### src/rtl/pipe_ctrl_pkg.sv
// Shared types and constants for the pipeline hazard controller.
// Latency: n/a (declarations only).
// Backpressure: n/a.
package pipe_ctrl_pkg;

    typedef enum logic [1:0] {
        CTRL_RUN    = 2'd0,
        CTRL_MCWAIT = 2'd1,
        CTRL_FLUSH  = 2'd2
    } ctrl_state_t;

    localparam int STALL_W = 5;

    // Hold bits: [0] PC, [1] IF_ID, [2] ID_EX, [3] EX_MEM, [4] MEM_WB
    localparam logic [STALL_W-1:0] STALL_NONE   = 5'b00000;
    localparam logic [STALL_W-1:0] STALL_LD_USE = 5'b00011;
    localparam logic [STALL_W-1:0] STALL_MC     = 5'b00111;

endpackage

### src/rtl/pipe_ctrl_perf.sv
// Saturating event counters for stall cycles and redirect cycles.
// Latency: count visible one clock after the counted cycle.
// Backpressure: none; counters stick at all-ones instead of wrapping.
module pipe_ctrl_perf (
    input  logic        clk,
    input  logic        rst_n,
    input  logic        stall_evt,
    input  logic        redir_evt,
    output logic [31:0] perf_stall_cnt_o,
    output logic [31:0] perf_redir_cnt_o
);

    // Count qualifying cycles, holding at the maximum value once reached.
    always_ff @(posedge clk) begin
        if (!rst_n) begin
            perf_stall_cnt_o <= 32'd0;
            perf_redir_cnt_o <= 32'd0;
        end else begin
            if (stall_evt && (perf_stall_cnt_o != 32'hFFFF_FFFF))
                perf_stall_cnt_o <= perf_stall_cnt_o + 32'd1;
            if (redir_evt && (perf_redir_cnt_o != 32'hFFFF_FFFF))
                perf_redir_cnt_o <= perf_redir_cnt_o + 32'd1;
        end
    end

endmodule

### src/rtl/pipe_ctrl.sv
// Hazard controller driving per-stage stall/flush for the 5-stage core; optional PIPE_CTRL_PERF_EN adds perf counters.
// Latency: zero-cycle from hazard inputs to controls; state changes at the next edge.
// Backpressure: multi-cycle EX ops stall PC/IF_ID/ID_EX until done or timeout.
module pipe_ctrl
    import pipe_ctrl_pkg::*;
#(
    parameter int FLUSH_CYC  = 0,
    parameter int MC_TIMEOUT = 64
) (
    input  logic        clk,
    input  logic        rst_n,
    input  logic        id_ld_use_i,
    input  logic        ex_mc_req_i,
    input  logic        ex_mc_done_i,
    input  logic        ex_redirect_i,
    input  logic [63:0] ex_redirect_pc_i,
    output logic [4:0]  stall_o,
    output logic        flush_ifid_o,
    output logic        flush_idex_o,
    output logic        flush_exmem_o,
    output logic        redirect_o,
    output logic [63:0] redirect_pc_o,
    output logic        busy_o,
    output logic        err_o
`ifdef PIPE_CTRL_PERF_EN
    ,
    output logic [31:0] perf_stall_cnt_o,
    output logic [31:0] perf_redir_cnt_o
`endif
);

    localparam logic [15:0] FLUSH_LEN = 16'(FLUSH_CYC);
    localparam logic [15:0] MC_LIMIT  = 16'(MC_TIMEOUT);

    ctrl_state_t  state_q, state_d;
    logic [15:0]  cnt_q, cnt_d;
    logic         err_q, err_d;

    logic [4:0]   stall_c;
    logic         flush_ifid_c, flush_idex_c, flush_exmem_c, redirect_c;

    // Next-state and Mealy control decode; redirect beats mc_req beats ld_use in RUN.
    always_comb begin
        state_d       = state_q;
        cnt_d         = cnt_q;
        err_d         = err_q;
        stall_c       = STALL_NONE;
        flush_ifid_c  = 1'b0;
        flush_idex_c  = 1'b0;
        flush_exmem_c = 1'b0;
        redirect_c    = 1'b0;
        case (state_q)
            CTRL_RUN: begin
                if (ex_redirect_i) begin
                    redirect_c   = 1'b1;
                    flush_ifid_c = 1'b1;
                    flush_idex_c = 1'b1;
                    if (FLUSH_CYC > 0) begin
                        state_d = CTRL_FLUSH;
                        cnt_d   = FLUSH_LEN;
                    end
                end else if (ex_mc_req_i && !ex_mc_done_i) begin
                    stall_c       = STALL_MC;
                    flush_exmem_c = 1'b1;
                    state_d       = CTRL_MCWAIT;
                    cnt_d         = 16'd1;
                end else if (ex_mc_req_i && ex_mc_done_i) begin
                    // single-cycle completion: nothing to hold
                end else if (id_ld_use_i) begin
                    stall_c      = STALL_LD_USE;
                    flush_idex_c = 1'b1;
                end
            end
            CTRL_MCWAIT: begin
                if (ex_mc_done_i) begin
                    state_d = CTRL_RUN;
                    cnt_d   = 16'd0;
                end else if (cnt_q == MC_LIMIT) begin
                    // give up on the op: release exactly as a done would
                    err_d   = 1'b1;
                    state_d = CTRL_RUN;
                    cnt_d   = 16'd0;
                end else begin
                    stall_c       = STALL_MC;
                    flush_exmem_c = 1'b1;
                    cnt_d         = cnt_q + 16'd1;
                end
            end
            CTRL_FLUSH: begin
                if (ex_redirect_i) begin
                    redirect_c   = 1'b1;
                    flush_ifid_c = 1'b1;
                    flush_idex_c = 1'b1;
                    cnt_d        = FLUSH_LEN;
                end else begin
                    flush_ifid_c = 1'b1;
                    cnt_d        = cnt_q - 16'd1;
                    if (cnt_q == 16'd1)
                        state_d = CTRL_RUN;
                end
            end
            default: begin
                state_d = CTRL_RUN;
                cnt_d   = 16'd0;
            end
        endcase
    end

    // State, wait/bubble counter and sticky timeout flag.
    always_ff @(posedge clk) begin
        if (!rst_n) begin
            state_q <= CTRL_RUN;
            cnt_q   <= 16'd0;
            err_q   <= 1'b0;
        end else begin
            state_q <= state_d;
            cnt_q   <= cnt_d;
            err_q   <= err_d;
        end
    end

    // All outputs are forced low while reset is held.
    assign stall_o       = rst_n ? stall_c : STALL_NONE;
    assign flush_ifid_o  = rst_n & flush_ifid_c;
    assign flush_idex_o  = rst_n & flush_idex_c;
    assign flush_exmem_o = rst_n & flush_exmem_c;
    assign redirect_o    = rst_n & redirect_c;
    assign redirect_pc_o = redirect_o ? ex_redirect_pc_i : 64'd0;
    assign busy_o        = rst_n & (state_q != CTRL_RUN);
    assign err_o         = rst_n & err_q;

`ifdef PIPE_CTRL_PERF_EN
    pipe_ctrl_perf u_perf (
        .clk              (clk),
        .rst_n            (rst_n),
        .stall_evt        (|stall_o),
        .redir_evt        (redirect_o),
        .perf_stall_cnt_o (perf_stall_cnt_o),
        .perf_redir_cnt_o (perf_redir_cnt_o)
    );
`endif

endmodule

### config.mk
export PLATFORM = sky130hd
export DESIGN_NAME = pipe_ctrl
export DESIGN_NICKNAME = d
export VERILOG_FILES = /design/src/rtl/pipe_ctrl_pkg.sv /design/src/rtl/pipe_ctrl_perf.sv /design/src/rtl/pipe_ctrl.sv
export SDC_FILE = /design/constraint.sdc
export NUM_CORES = 1
export LEC_CHECK = 0
export ABC_CLOCK_PERIOD_IN_PS = 1900
export BUFFER_PORTS_ARGS = -buffer_cell sky130_fd_sc_hd__buf_2
export CAP_MARGIN = 20
export CORE_AREA = 2 2 66 68
export CTS_BUF_LIST = sky130_fd_sc_hd__clkbuf_8
export DETAILED_ROUTE_END_ITERATION = 6
export DIE_AREA = 0 0 68 70
export PLACE_DENSITY = 0.81
export SETUP_SLACK_MARGIN = 0.05
export SLEW_MARGIN = 30
export SYNTH_ARGS = -nofsm -noshare
export SYNTH_HDL_FRONTEND = slang
export SYNTH_SLANG_ARGS = --single-unit
### constraint.sdc
create_clock -name clk -period 1.9 [get_ports clk]
set_input_delay 0.285 -clock clk [delete_from_list [all_inputs] [get_ports clk]]
set_output_delay 0.285 -clock clk [all_outputs]
set_load 0.03 [all_outputs]
* Yosys cells after proc, flatten, opt, wreduce, memory -nomap -nowiden
Index checks and enable logic that the tools add are counted.
Word-level totals: register bits 19, input port bits 70, output and inout bits 75, word-level logic and storage cells 65
Cells by class: add/subtract/negate cells 2, equal/unequal tests 9, multiplexer cells 35, bitwise logic cells 7, reductions and logical operators 9
Operators by type and width (count):
- two-way mux 16 bit | 5
- two-way mux 64 bit | 1
- case mux 16 bit (3 select lines) | 1
- adder 16 x 1 -> 16 bit, second input constant | 1
- == test 16 x 1 -> 1 bit, second input constant | 1
- == test 16 x 7 -> 1 bit, second input constant | 1
- two-way mux 2 bit | 8
- subtractor 16 x 1 -> 16 bit, second input constant | 1
- two-way mux 3 bit | 4
- two-way mux 1 bit | 10
- != test 2 bit, second input constant | 4
- AND 1 bit | 6
- case mux 1 bit (2 select lines) | 3
- case mux 2 bit (3 select lines) | 1
- case mux 3 bit (2 select lines) | 1
- two-way mux 5 bit | 1
- AND reduction 5 bit | 1
- != test 3 bit, second input constant | 1
- AND reduction 3 bit | 1
- == test 2 x 1 -> 1 bit, second input constant | 1
- == test 2 bit, second input constant | 1
- logical AND 1 bit | 2
- logical NOT 2 bit | 1
- AND reduction 2 bit | 1
- 4 further kinds | 4

* Longest topological paths before layout
Gate-level depths: netlist (run 1).
word-level depth 6, depth in mapped cells 7, mapped depth without buffers 6

* Worst setup path after synthesis (run 1)
OpenSTA, ideal clock, no wires.
kind register to output, start register cnt_q[0], end output port stall_o[1], arrival 1.834 ns, required time 1.615 ns, path slack -0.219 ns, stages on the path, launching flop included 8, path buffers 1, cell sequence dfxtp_1 > inv_1 > ha_1 > nor4bb_1 > a41oi_1 > o21ai_0 > nor2_1 > buf_4
On the way: word-level cells in the longest chain between the ends 5
Ends and longest elaborated chain:
- start: declaration | line pipe_ctrl.sv:36 | logic [15:0] cnt_q, cnt_d;
- start signal: assignment | line pipe_ctrl.sv:117 | cnt_q <= cnt_d;
- == test 16 x 7 -> 1 bit | line pipe_ctrl.sv:78 | end else if (cnt_q == MC_LIMIT) begin
- two-way mux 3 bit | line pipe_ctrl.sv:78
- two-way mux 3 bit | line pipe_ctrl.sv:75 | if (ex_mc_done_i) begin
- case mux 3 bit (2 select lines) | line pipe_ctrl.sv:52 | case (state_q)
- two-way mux 5 bit | line pipe_ctrl.sv:123 | assign stall_o = rst_n ? stall_c : STALL_NONE;
- end: declaration | line pipe_ctrl.sv:17 | output logic [4:0] stall_o,
No other way between the ends.

* Worst setup path in the final report (run 1)
start register cnt_q[1], end output port stall_o[0]
The elaborated chain is that of the path after synthesis.

==> results of run 1 <==
-- timing repair --
| action | in CTS | in global routing |
|---|---|---|
| setup endpoints to repair | 5 | 78 |
| cloned | 0 | 2 |
| pin swaps | 5 | 2 |
| setup buffers | 14 | 2 |
| hold endpoints to repair | 0 | 0 |
| hold buffers | 0 | 0 |
| resized for setup | 22 | 18 |
-- power by group --
part | leakage, nW | switching [W] | internal (W)
sequential | 0.147 | 0.00000325 | 0.000381
combinational | 1.20 | 0.000276 | 0.000196
clock | 0.0288 | 0.000138 | 0.000185
-- stage by stage --
stage	hold WS (ns)	area (sq um)	instances
after floorplan	0.386	1470	191
after global placement	0.431	2270	383
after detailed placement	0.461	2270	383
after CTS	0.312	2510	401
after global routing	0.326	2610	404
final	0.321	2610	404
-- worst min-delay path by stage --
stage | endpoint | slack, ns | depth (start not counted)
after detailed placement | err_q | 0.46 | 2
after CTS | cnt_q[0] | 0.31 | 3
after global routing | err_q | 0.33 | 2
final | err_q | 0.32 | 2
after global placement | err_q | 0.43 | 2
after floorplan | err_q | 0.39 | 1
-- layout by cell type, fill, tap and decap left out, types with 3 or more instances in the layout --
master                     synthesis  layout
sky130_fd_sc_hd__nand2b_1          3       3
sky130_fd_sc_hd__clkbuf_4          0       4
sky130_fd_sc_hd__nand2_1           5       5
sky130_fd_sc_hd__nor2_1           11       9
sky130_fd_sc_hd__clkbuf_8          0       4
sky130_fd_sc_hd__xor2_1            5       5
sky130_fd_sc_hd__inv_1             6       4
sky130_fd_sc_hd__or4_1             4       4
sky130_fd_sc_hd__buf_6             1       5
sky130_fd_sc_hd__and2_1           64      64
sky130_fd_sc_hd__dfxtp_1          18      14
sky130_fd_sc_hd__buf_4             5      27
sky130_fd_sc_hd__buf_2             1     134
sky130_fd_sc_hd__o21ai_0           6       5
sky130_fd_sc_hd__a21oi_1          10       9
sky130_fd_sc_hd__dfxtp_2           0       4
sky130_fd_sc_hd__nand3_1           3       3
sky130_fd_sc_hd__o31ai_1           7       7
-- worst register-to-register path, delay by kind of cell (launching register included) --
kind / cells / cell delay (ns)
DFF: 1 / 0.34
AOI/OAI and AO/OA: 1 / 0.11
buffers and inverters: 12 / 1.37
and+or+nand+nor: 1 / 0.06
-- cells in the mapped netlist (2+ instances only) --
cell type	count
sky130_fd_sc_hd__ha_1	2
sky130_fd_sc_hd__a21oi_1	10
sky130_fd_sc_hd__dfxtp_1	18
sky130_fd_sc_hd__and2_1	64
sky130_fd_sc_hd__o31ai_1	7
sky130_fd_sc_hd__nand4_1	2
sky130_fd_sc_hd__nor3_1	2
sky130_fd_sc_hd__nand2_1	5
sky130_fd_sc_hd__nand3_1	3
sky130_fd_sc_hd__buf_4	5
sky130_fd_sc_hd__and3_1	3
sky130_fd_sc_hd__nor2_1	11
sky130_fd_sc_hd__o21ai_0	6
sky130_fd_sc_hd__nor4_1	2
sky130_fd_sc_hd__o2111ai_1	2
sky130_fd_sc_hd__or4_1	4
sky130_fd_sc_hd__clkbuf_1	8
sky130_fd_sc_hd__inv_1	6
sky130_fd_sc_hd__nand2b_1	3
sky130_fd_sc_hd__or3_1	2
sky130_fd_sc_hd__xor2_1	5
-- logic make-up (layout without fill, tap and decap cells) --
family | count (synthesis) | after routing | share of synthesized area, %
and+or+nand+nor | 108 | 108 | 46.5
AOI/OAI and AO/OA | 34 | 34 | 16.2
buffers and inverters | 22 | 183 | 7.57
DFF | 18 | 18 | 24.8
xor gates and xnor gates | 5 | 5 | 3.01
adders and majority gates | 2 | 2 | 1.72
other | 1 | 2 | 0.258
-- routing by layer --
metal | track usage, % | wire, microns | vias to the layer above
met3 | 3.54 | 326 | 9
met5 | 0 | 0 | -
li1 | - | - | 962
met1 | 25.1 | 2230 | 907
met2 | 48.2 | 3610 | 87
met4 | 6.00 | 76 | 0
-- final cells by class --
cell class              count  area, sq um
well taps                  52         65.1
inverters                   7         28.8
repair buffers            172         1000
multi-input cells         151         1090
fillers                   328         1530
clock buffers               4         55.1
flip-flops and latches     18          365
-- state kept, by name, summed over array words and instances, names as in the netlist --
signal and cells:
cnt_q 16, err_q 1, state_q 1
==> flow_results.org, run 1 <==
** Outcome
- Status :: complete, but fails checks
- Failing checks :: negative setup slack

** Yosys
- Synthesis warning total :: 0
- Main area contributors after synthesis :: sky130_fd_sc_hd__and2_1, sky130_fd_sc_hd__dfxtp_1, sky130_fd_sc_hd__o31ai_1
- The share of synthesized area in the top cell type comes to 27.5%.
- In the synthesized netlist the dominant register cell turns out to be sky130_fd_sc_hd__dfxtp_1.
- Synthesis produced a netlist whose cell count is 190.
- Synth area leader :: sky130_fd_sc_hd__and2_1
- Share of synthesized flip-flops with an asynchronous set or reset :: 0%
- In this run, distinct cell masters in the synthesized netlist total 41.
- #FFs+latches synth :: 18
- Counting flops with a built-in enable in the synthesized netlist gives 0.
- Sequential elements use 24.8% of the synthesized area.
- Average size of a mapped cell :: 7.66 sq um
- Mapped cell area :: 1460 sq um

** Finish
- In the final design database the tool counted 425 nets.
- Share of post-route cells with drive strength above 1 :: 58.0%
- ANT cells :: 0
- Final design utilization :: 63.1%
- P&R area growth vs syn :: 79.6%

** Drt
- DRT antenna net count :: 0
- Avg Vias per Cell :: 4.86
- The pre-antenna-repair detailed-routing pass consisted of 4 iterations.
- Iter 0 DRT Violations :: 137
- Final Routed Wirelength :: 6240 microns
- Number of remaining DRC errors :: 0
- After detailed routing, the average wire length per cell comes to 15.5 microns.
- Number of vias after detailed routing :: 1965

** Timing
- RSZ-0062 raised after global routing :: yes
- Clock skew on the completed layout was measured at 0.00490 ns.
- Minimum clock period :: 2.03 ns
- The number of failing hold endpoints at the final stage came to 0.
- Period utilisation layout :: 107%
- Adding up every negative setup slack in the final design gives -0.618 ns.
- The number of max-slew violations in the final report is 0.
- Once routing completed, OpenROAD measured the worst setup slack at -0.134 ns.
- Highest clock frequency the design can meet :: 0.492 GHz
- Setup violations remaining at the end of the flow were counted as 5.

** Worst setup path
- End of the worst register-to-register path :: cnt_q[0]
- Number of stages on the worst setup path :: 7
- The number of buffers and inverters on the critical path is 2.
- In this run the critical register-to-register path is launched from cnt_q[0].
- The critical path is of the flop to output port type.
- Setup slack on the worst reg-to-reg path comes out at -0.09 ns.
- Data arrives at the worst endpoint at 1.75 ns.
- The critical path ends at stall_o[0].
- Among all stages on the critical path, the largest delay is contributed by sky130_fd_sc_hd__dfxtp_2.
- Number of cells on the worst reg-to-reg path :: 14
- STA classifies the critical path endpoint as an output port.
- The critical path goes through inv_2 -> ha_4 -> nor4bb_4 -> a41oi_2 -> o21ai_4 -> nor2_2 -> buf_6.
- CP top delay family :: compound AO/OA/AOI/OAI gates
- At the worst endpoint, the required time is 1.62 ns.
- Type of element launching the critical path :: flop
- Worst-path maximum fanout :: 3
- Start point of the critical path :: cnt_q[1]
- The largest single stage delay on the critical path is 0.33 ns.

** Die
- Once the floorplan was initialized, standard cells occupied 35.1% of the core.
- Measured along the x axis, the die boundary spans 68 microns.
- The die covers 4760 sq um.
- The die is 70 microns tall.
- Count of boundary I/O pins :: 145
- Core Box Area :: 4140 sq um
- Standard-cell rows :: 24

** Global routing
- In the global route stage, overall resource usage came out at 24.3%.
- The initial antenna violation count came to 0.
- First-pass GRT wire length :: 8590 microns
- Congestion Overflow GR :: 0
- Maximum number of pins on one net before global-route repair :: 67
- Number of global-route vias before repair :: 1740

** Power and ir drop
- The analysis attributes to cell leakage a power of 1.38 nW.
- In this run the power density over the cells is 451 nW/um^2.
- Tot Pwr :: 0.00118 W
- Worst-case vdd ir drop :: 0.000253 V

** Clock network
- Buffers inserted during clock tree synthesis total 3.
- TritonCTS built the clock tree.
- Clock net sink count :: 18
- After clock tree synthesis, the clock-pin slew on the worst setup and hold paths is 0.07 ns.
- Maximum clock insertion buffer count :: 2
- In this run the number of H-tree levels came out at 1.
- The tree is rooted in a sky130_fd_sc_hd__clkbuf_8.
- Clock latency on the worst-skew pair, taken at its later pin, is 0.26 ns.

** Placed design
- During placement, the flow inserted port buffers numbering 142.
- GP Congestion :: 0.836
- Before CTS, the worst setup slack after placement is -0.0121 ns.
- Once detailed placement completed, the half-perimeter wirelength came to 4470 microns.

** Min path
- The tightest min-delay check is of the primary input to flop type.
- Worst min-delay path startpoint :: ex_mc_done_i

** Flow run
- MaxCap Viol Count :: 0
Power figures use the tool's default switching activity.
==> run 2: changes to the inputs <==
- SETUP_SLACK_MARGIN: 0.05 -> not set
==> flow_results.org, run 2 (same netlist as run 1, synthesis figures left out) <==
** Outcome
- Status :: complete, but fails checks
- The checks that failed: negative setup slack.

** Timing
- The worst hold slack after final layout is 0.322 ns (+0.000821 ns).
- The share of the cycle needed by the critical path after routing came to 107% (-0.18 points).
- The number of failing hold endpoints at the final stage is 0 (unchanged).
- The worst path setup slack after routing came to -0.131 ns (+0.00340 ns).
- The final count of negative-setup-slack endpoints is 5 (unchanged).
- The minimum clock period after layout was 2.03 ns (-0.00340 ns).
- RSZ-0062 raised after global routing :: yes
- The number of max-slew violations in the final report is 0 (unchanged).
- The worst clock skew came to 0.00390 ns (-0.000997 ns).
- Highest clock frequency the design can meet :: 0.492 GHz (+0.17%)

** Clock network
- The clock-pin slew reported for the worst setup and hold paths after clock tree synthesis came to 0.07 ns (about the same).
- The number of clock sinks was 18 (unchanged).
- The deepest level of the CTS H-tree is 1 (unchanged).
- The clock buffer count from CTS came to 3 (unchanged).
- Clk_lat worst skew :: 0.26 ns (about the same)
- The maximum buffer depth of the clock tree came to 2 (unchanged).
- The tree is rooted in a sky130_fd_sc_hd__clkbuf_8.
- TritonCTS built the clock tree.

** Placed design
- The placer's final routability congestion estimate is 0.836 (unchanged).
- The cell area reported after detailed placement was 2270 sq um (unchanged).
- The total instance count after detailed placement was 383 (unchanged).
- The count of buffers from port buffering came to 142 (unchanged).
- The detailed placement HPWL was 4470 microns (unchanged).
- The post-place setup slack is -0.0121 ns (unchanged).

** Die
- Horizontal die dimension :: 68 microns (unchanged)
- Count of boundary I/O pins :: 145 (unchanged)
- Core Box Area :: 4140 sq um (unchanged)
- Effective utilization at floorplan :: 35.1% (unchanged)
- Standard-cell rows :: 24 (unchanged)
- The area of the die was 4760 sq um (unchanged).
- The y dimension of the die came to 70 microns (unchanged).

** Finish
- The number of antenna diodes is 0 (unchanged).
- Leading cell type in the layout, fill and taps excluded :: sky130_fd_sc_hd__buf_2
- Leading registers by flop count :: cnt_q x16, err_q x1, state_q x1
- The share of layout cells above drive strength 1 was 57.7% (-0.28 points).
- The summed area of non-filler cells in the final layout was 2610 sq um (-0.29%).
- The layout filler cell count was 327 (-0.30%).
- In the layout the commonest cells are sky130_fd_sc_hd__buf_2, sky130_fd_sc_hd__and2_1, sky130_fd_sc_hd__buf_4, sky130_fd_sc_hd__dfxtp_1.
- The core utilization of the finished layout came to 62.9% (-0.18 points).
- The number of nets at the end of the flow is 425 (unchanged).
- The flip-flop count of the largest register, all copies and words added was 16 (unchanged).
- cnt_q holds more flip-flops than any other register.
- P&R area growth vs syn :: 79.1%
- The count of placed standard cells in the final layout, fillers left out was 404 (unchanged).

** Drt
- Count of TritonRoute iterations in the first routing pass :: 4 (unchanged)
- Number of remaining DRC errors :: 0 (unchanged)
- The number of DRC markers after the initial detailed-route iteration was 150 (+9.5%).
- The total via count after detailed routing is 1962 (-0.15%).
- The final routed wirelength across all metal layers was 6260 microns (+0.27%).
- DRT antenna net count :: 0 (unchanged)
- Routed length per placed instance :: 15.5 microns (+0.27%)
- The via density per instance is 4.86 (-0.15%).

** Power and ir drop
- Part of the total power dissipated in the clock network :: 27.3% (about the same)
- Logic pwr share :: 40.1% (about the same)
- Worst-case vdd ir drop :: 0.000251 V (-0.85%)
- Net switching power :: 0.000417 W (-0.31%)
- The internal cell power is 0.000761 W (-0.13%).
- The switching portion of total power came to 35.4% (-0.041 points).
- Register share of total power :: 32.6% (about the same)
- Leakage power :: 1.38 nW (+0.17%)
- The power density over cell area came to 452 nW/um^2 (about the same).

** Worst setup path
- Type of element launching the critical path :: flop
- The required time of the critical path is 1.62 ns (about the same).
- The data arrival time at the worst-slack endpoint is 1.75 ns (about the same).
- STA classifies the critical path endpoint as an output port.
- The maximum net fanout on the critical path is 3 (unchanged).
- The setup slack of the worst register-to-register path was -0.09 ns (about the same).
- Start-to-end type of the worst setup path :: flop to output port

** Global routing
- Maximum number of pins on one net before global-route repair :: 67 (unchanged)
- Number of global-route vias before repair :: 1740 (unchanged)
- The initial antenna violation count was 0 (unchanged).
- Global Route Usage Sum :: 24.3% (unchanged)
- The overflow left after global routing was 0 (unchanged).
- First-pass GRT wire length :: 8590 microns (unchanged)

** Min path
- The min-delay analysis places its worst path in the category primary input to flop.

** Flow run
- The max-cap check violation count is 0 (unchanged).
==> run 2: changes by cell type in the layout (fill, tap and decap cells not counted), sizes merged <==
cell and change:
clkbuf -4, buf +3, clkdlybuf4s15 +1
==> run 2: worst max-delay path, stage by stage, from the launching register on <==
cell and delay [ns]:
sky130_fd_sc_hd__dfxtp_2 0.33, sky130_fd_sc_hd__inv_2 0.06, sky130_fd_sc_hd__ha_4 0.12, sky130_fd_sc_hd__nor4bb_4 0.23
sky130_fd_sc_hd__a41oi_2 0.23, sky130_fd_sc_hd__o21ai_4 0.26, sky130_fd_sc_hd__nor2_2 0.10, sky130_fd_sc_hd__buf_6 0.15
==> run 2: repair_timing <==
item                                    4_1_cts  5_1_grt
buffers inserted                             14        2
resized for setup                            22       10
hold buffers                                  0        0
endpoints found under the setup margin        5       27
gates cloned                                  0        2
pin swaps                                     5        2
==> run 2: power by group through the flow <==
stage	registers [W]	clock network (W)	logic (W)
after CTS	0.000384	0.000321	0.000444
final	0.000384	0.000321	0.000472
after global placement	0.000391	0	0.000396
after global routing	0.000385	0.000343	0.000501
after detailed placement	0.000392	0	0.000399
after floorplan	0.000393	0	0.000244
==> run 2: layout make-up <==
cell class / count / area, sq um / area share (%)
clock buffers: 4 / 55.1 / 2.11
inverters: 7 / 28.8 / 1.10
multi-input cells: 151 / 1090 / 42.0
flip-flops and latches: 18 / 364 / 14.0
well taps: 52 / 65.1 / 2.50
repair buffers: 172 / 998 / 38.3
==> run 2: worst paths after layout <==
| path | from | end | cells after the start |
|---|---|---|---|
| worst max-delay path | cnt_q[1] | stall_o[0] | 7 |
| worst min-delay path | ex_mc_done_i | err_q | 2 |
| worst max register to register | cnt_q[0] | cnt_q[0] | 14 |
| worst min register to register | err_q | err_q | 2 |
==> run 2: metrics by stage <==
step,total power (W),setup TNS [ns]
final,0.00118,-0.609
after global routing,0.00123,-1.07
after CTS,0.00115,-0.247
after detailed placement,0.000791,-0.0237
after global placement,0.000787,0
after floorplan,0.000637,0
==> run 2: routing by layer <==
layer	global-route usage [%]	share of wire (%)
met5	0	0
met4	6.00	1.5
met3	3.54	5.3
met2	48.2	57
met1	25.1	36
==> run 3: changes to the inputs <==
- CORE_AREA: 2 2 66 68 -> 2 2 76 60
- DIE_AREA: 0 0 68 70 -> 0 0 78 62
- PLACE_DENSITY: 0.81 -> 0.8
==> flow_results.org, run 3 (same netlist as run 1, synthesis figures left out) <==
** Outcome
- Status :: complete, but fails checks
- The final reports fail on negative setup slack.

** Die
- Core Box Area :: 4200 sq um (+1.4%)
- The area of the die is 4840 sq um (+1.6%).
- Standard-cell rows :: 21 (-13%)
- The number of primary I/O pins was 145 (unchanged).
- Effective utilization at floorplan :: 34.6% (-0.50 points)
- The y dimension of the die came to 62 microns (-11%).
- Horizontal die dimension :: 78 microns (+15%)

** Power and ir drop
- Register share of total power :: 34.3% (+1.7 points)
- Net switching power :: 0.000392 W (-5.9%)
- Logic pwr share :: 37.1% (-3.0 points)
- The leakage power summed over all cells came to 1.31 nW (-5.0%).
- Part of the total power dissipated in the clock network :: 28.6% (+1.3 points)
- The switching portion of total power is 35.1% (-0.31 points).
- Pwr per Cell Area :: 455 nW/um^2 (+0.68%)
- The overall power after layout came to 0.00112 W (-5.0%).
- The worst-case vdd ir drop is 0.000418 V (+67%).
- The internal cell power is 0.000727 W (-4.6%).

** Finish
- Leading registers by flop count :: cnt_q x16, err_q x1, state_q x1
- The flip-flop count of the largest register, all copies and words added is 16 (unchanged).
- cnt_q holds more flip-flops than any other register.
- The summed area of non-filler cells in the final layout is 2460 sq um (-5.7%).
- The count of placed standard cells in the final layout, fillers left out was 396 (-2.0%).
- Number of nets in the layout :: 412 (-3.1%)
- P&R area growth vs syn :: 69.0%
- ANT cells :: 0 (unchanged)
- Leaving out fill and tap cells, the most frequent cells in the layout are sky130_fd_sc_hd__buf_2, sky130_fd_sc_hd__and2_1, sky130_fd_sc_hd__buf_4, sky130_fd_sc_hd__dfxtp_1, sky130_fd_sc_hd__a21oi_1.
- Leading cell type in the layout, fill and taps excluded :: sky130_fd_sc_hd__buf_2
- The share of layout cells above drive strength 1 was 55.5% (-2.2 points).

** Timing
- The worst path setup slack after routing is -0.00209 ns (+0.129 ns).
- Final setup violation count :: 2 (-3)
- The minimum clock period after layout came to 1.90 ns (-0.129 ns).
- Final Hold Fails :: 0 (unchanged)
- Max-slew violation count :: 0 (unchanged)
- RSZ-0062 raised after global routing :: yes
- Highest clock frequency the design can meet :: 0.526 GHz (+6.8%)
- The share of the cycle needed by the critical path after routing came to 100% (-6.8 points).
- The worst clock skew was 0.00385 ns (-0.0000525 ns).

** Global routing
- Number of antenna violations at the first check in global routing :: 0 (unchanged)
- The via count of the first global-routing pass came to 1654 (-4.9%).
- The wire length of the first global-routing pass is 7850 microns (-8.6%).
- Global Route Usage Sum :: 21.1% (-3.2 points)
- Congestion Overflow GR :: 0 (unchanged)
- Maximum number of pins on one net before global-route repair :: 67 (unchanged)

** Worst setup path
- The largest individual stage delay along the critical path comes from the cell sky130_fd_sc_hd__dfxtp_1.
- Critical path data arrival time :: 1.62 ns (-0.13 ns)
- Start-to-end type of the worst setup path :: flop to output port
- CP top delay family :: simple AND/OR/NAND/NOR gates
- Req. time, crit path :: 1.62 ns (about the same)
- Cells along the critical path :: nor4bb_4 -> a41oi_2 -> o21ai_2 -> nor2_2 -> buf_6
- The maximum net fanout on the critical path was 4 (+1).
- The worst setup path is captured at an output port.
- Type of element launching the critical path :: flop
- Crit path buf inv count :: 1 (-1)
- The biggest cell delay along the critical path came to 0.39 ns (+0.06 ns).

** Flow run
- The max-cap check violation count was 0 (unchanged).

** Placed design
- The total instance count after detailed placement came to 387 (+1.0%).
- The count of buffers from port buffering was 142 (unchanged).
- The detailed placement HPWL came to 4440 microns (-0.65%).
- GP Congestion :: 0.887 (+6.1%)
- Placement Cell Area :: 2260 sq um (about the same)

** Drt
- The final routed wirelength across all metal layers came to 5590 microns (-11%).
- The total via count after detailed routing came to 1841 (-6.2%).
- Avg Vias per Cell :: 4.65 (-4.3%)
- Routed length per placed instance :: 14.1 microns (-8.9%)
- The remaining design rule violation count is 0 (unchanged).
- Count of TritonRoute iterations in the first routing pass :: 4 (unchanged)
- The number of DRC markers after the initial detailed-route iteration is 68 (-55%).
- The count of nets left with antenna violations after detail routing came to 0 (unchanged).

** Clock network
- Maximum clock insertion buffer count :: 2 (unchanged)
- The count of hold-fix buffers inserted at cts was 0 (unchanged).
- Clk_lat worst skew :: 0.26 ns (about the same)
- Worst-path clk slew :: 0.07 ns (about the same)
- The deepest level of the CTS H-tree is 1 (unchanged).
- Root buffer cell :: sky130_fd_sc_hd__clkbuf_8
- The number of clock sinks came to 18 (unchanged).
- TritonCTS clock tree :: built
- Total CTS buffers :: 3 (unchanged)

** Min path
- Type of the worst min-delay path :: primary input to flop
## run 3: changes by cell type in the layout (fill, tap and decap cells not counted), sizes merged
cell and change:
buf -11, clkbuf -1, clkdlybuf4s15 -1
## run 3: what timing repair did
action	CTS	global route
resized for setup	22	2
setup buffers	4	1
setup endpoints to repair	12	15
pin swaps	4	3
## run 3: layout make-up
cell class,count,area [sq um]
Tap cell,57,71.3
Fill cell,383,1750
Clock buffer,4,55.1
Inverter,7,26.3
Sequential cell,18,364
Multi-Input combinational cell,151,1070
Timing Repair Buffer,159,876
## run 3: per-stage QoR
step / setup slack (ns) / util, % / setup TNS (ns) / hold WS [ns]
5_1_grt: -0.0870 / 58.5 / -0.344 / 0.315
3_3_place_gp: 0.0952 / 53.9 / 0 / 0.432
4_1_cts: -0.0268 / 58.2 / -0.0863 / 0.304
6_report: -0.00209 / 58.5 / -0.00214 / 0.307
3_5_place_dp: -0.0276 / 53.9 / -0.160 / 0.450
2_1_floorplan: 0.000564 / - / 0 / 0.386
## run 3: final timing paths
path | from | to | slack (ns) | cells after the start
hold / removal | ex_mc_done_i | err_q | 0.31 | 2
hold reg to reg | err_q | err_q | 0.47 | 2
setup / recovery | cnt_q[6] | stall_o[1] | -0.002 | 5
setup reg to reg | cnt_q[6] | cnt_q[3] | 0.14 | 7
## run 3: routing by layer
layer  track usage, %  wire length, microns  up-vias
met1             29.6                  2610      835
met2             33.9                  2600       64
li1                 -                     -      934
met4             5.51                   104        0
met5                0                     0        -
met3             4.05                   284        8
## run 3: power by group through the flow
stage                     combinational [W]  sequential, W  clock, W
final                              0.000416       0.000384  0.000319
after global routing               0.000448       0.000384  0.000345
after CTS                          0.000414       0.000383  0.000327
after detailed placement           0.000394       0.000393         0
after global placement             0.000389       0.000392         0
after floorplan                    0.000244       0.000393         0
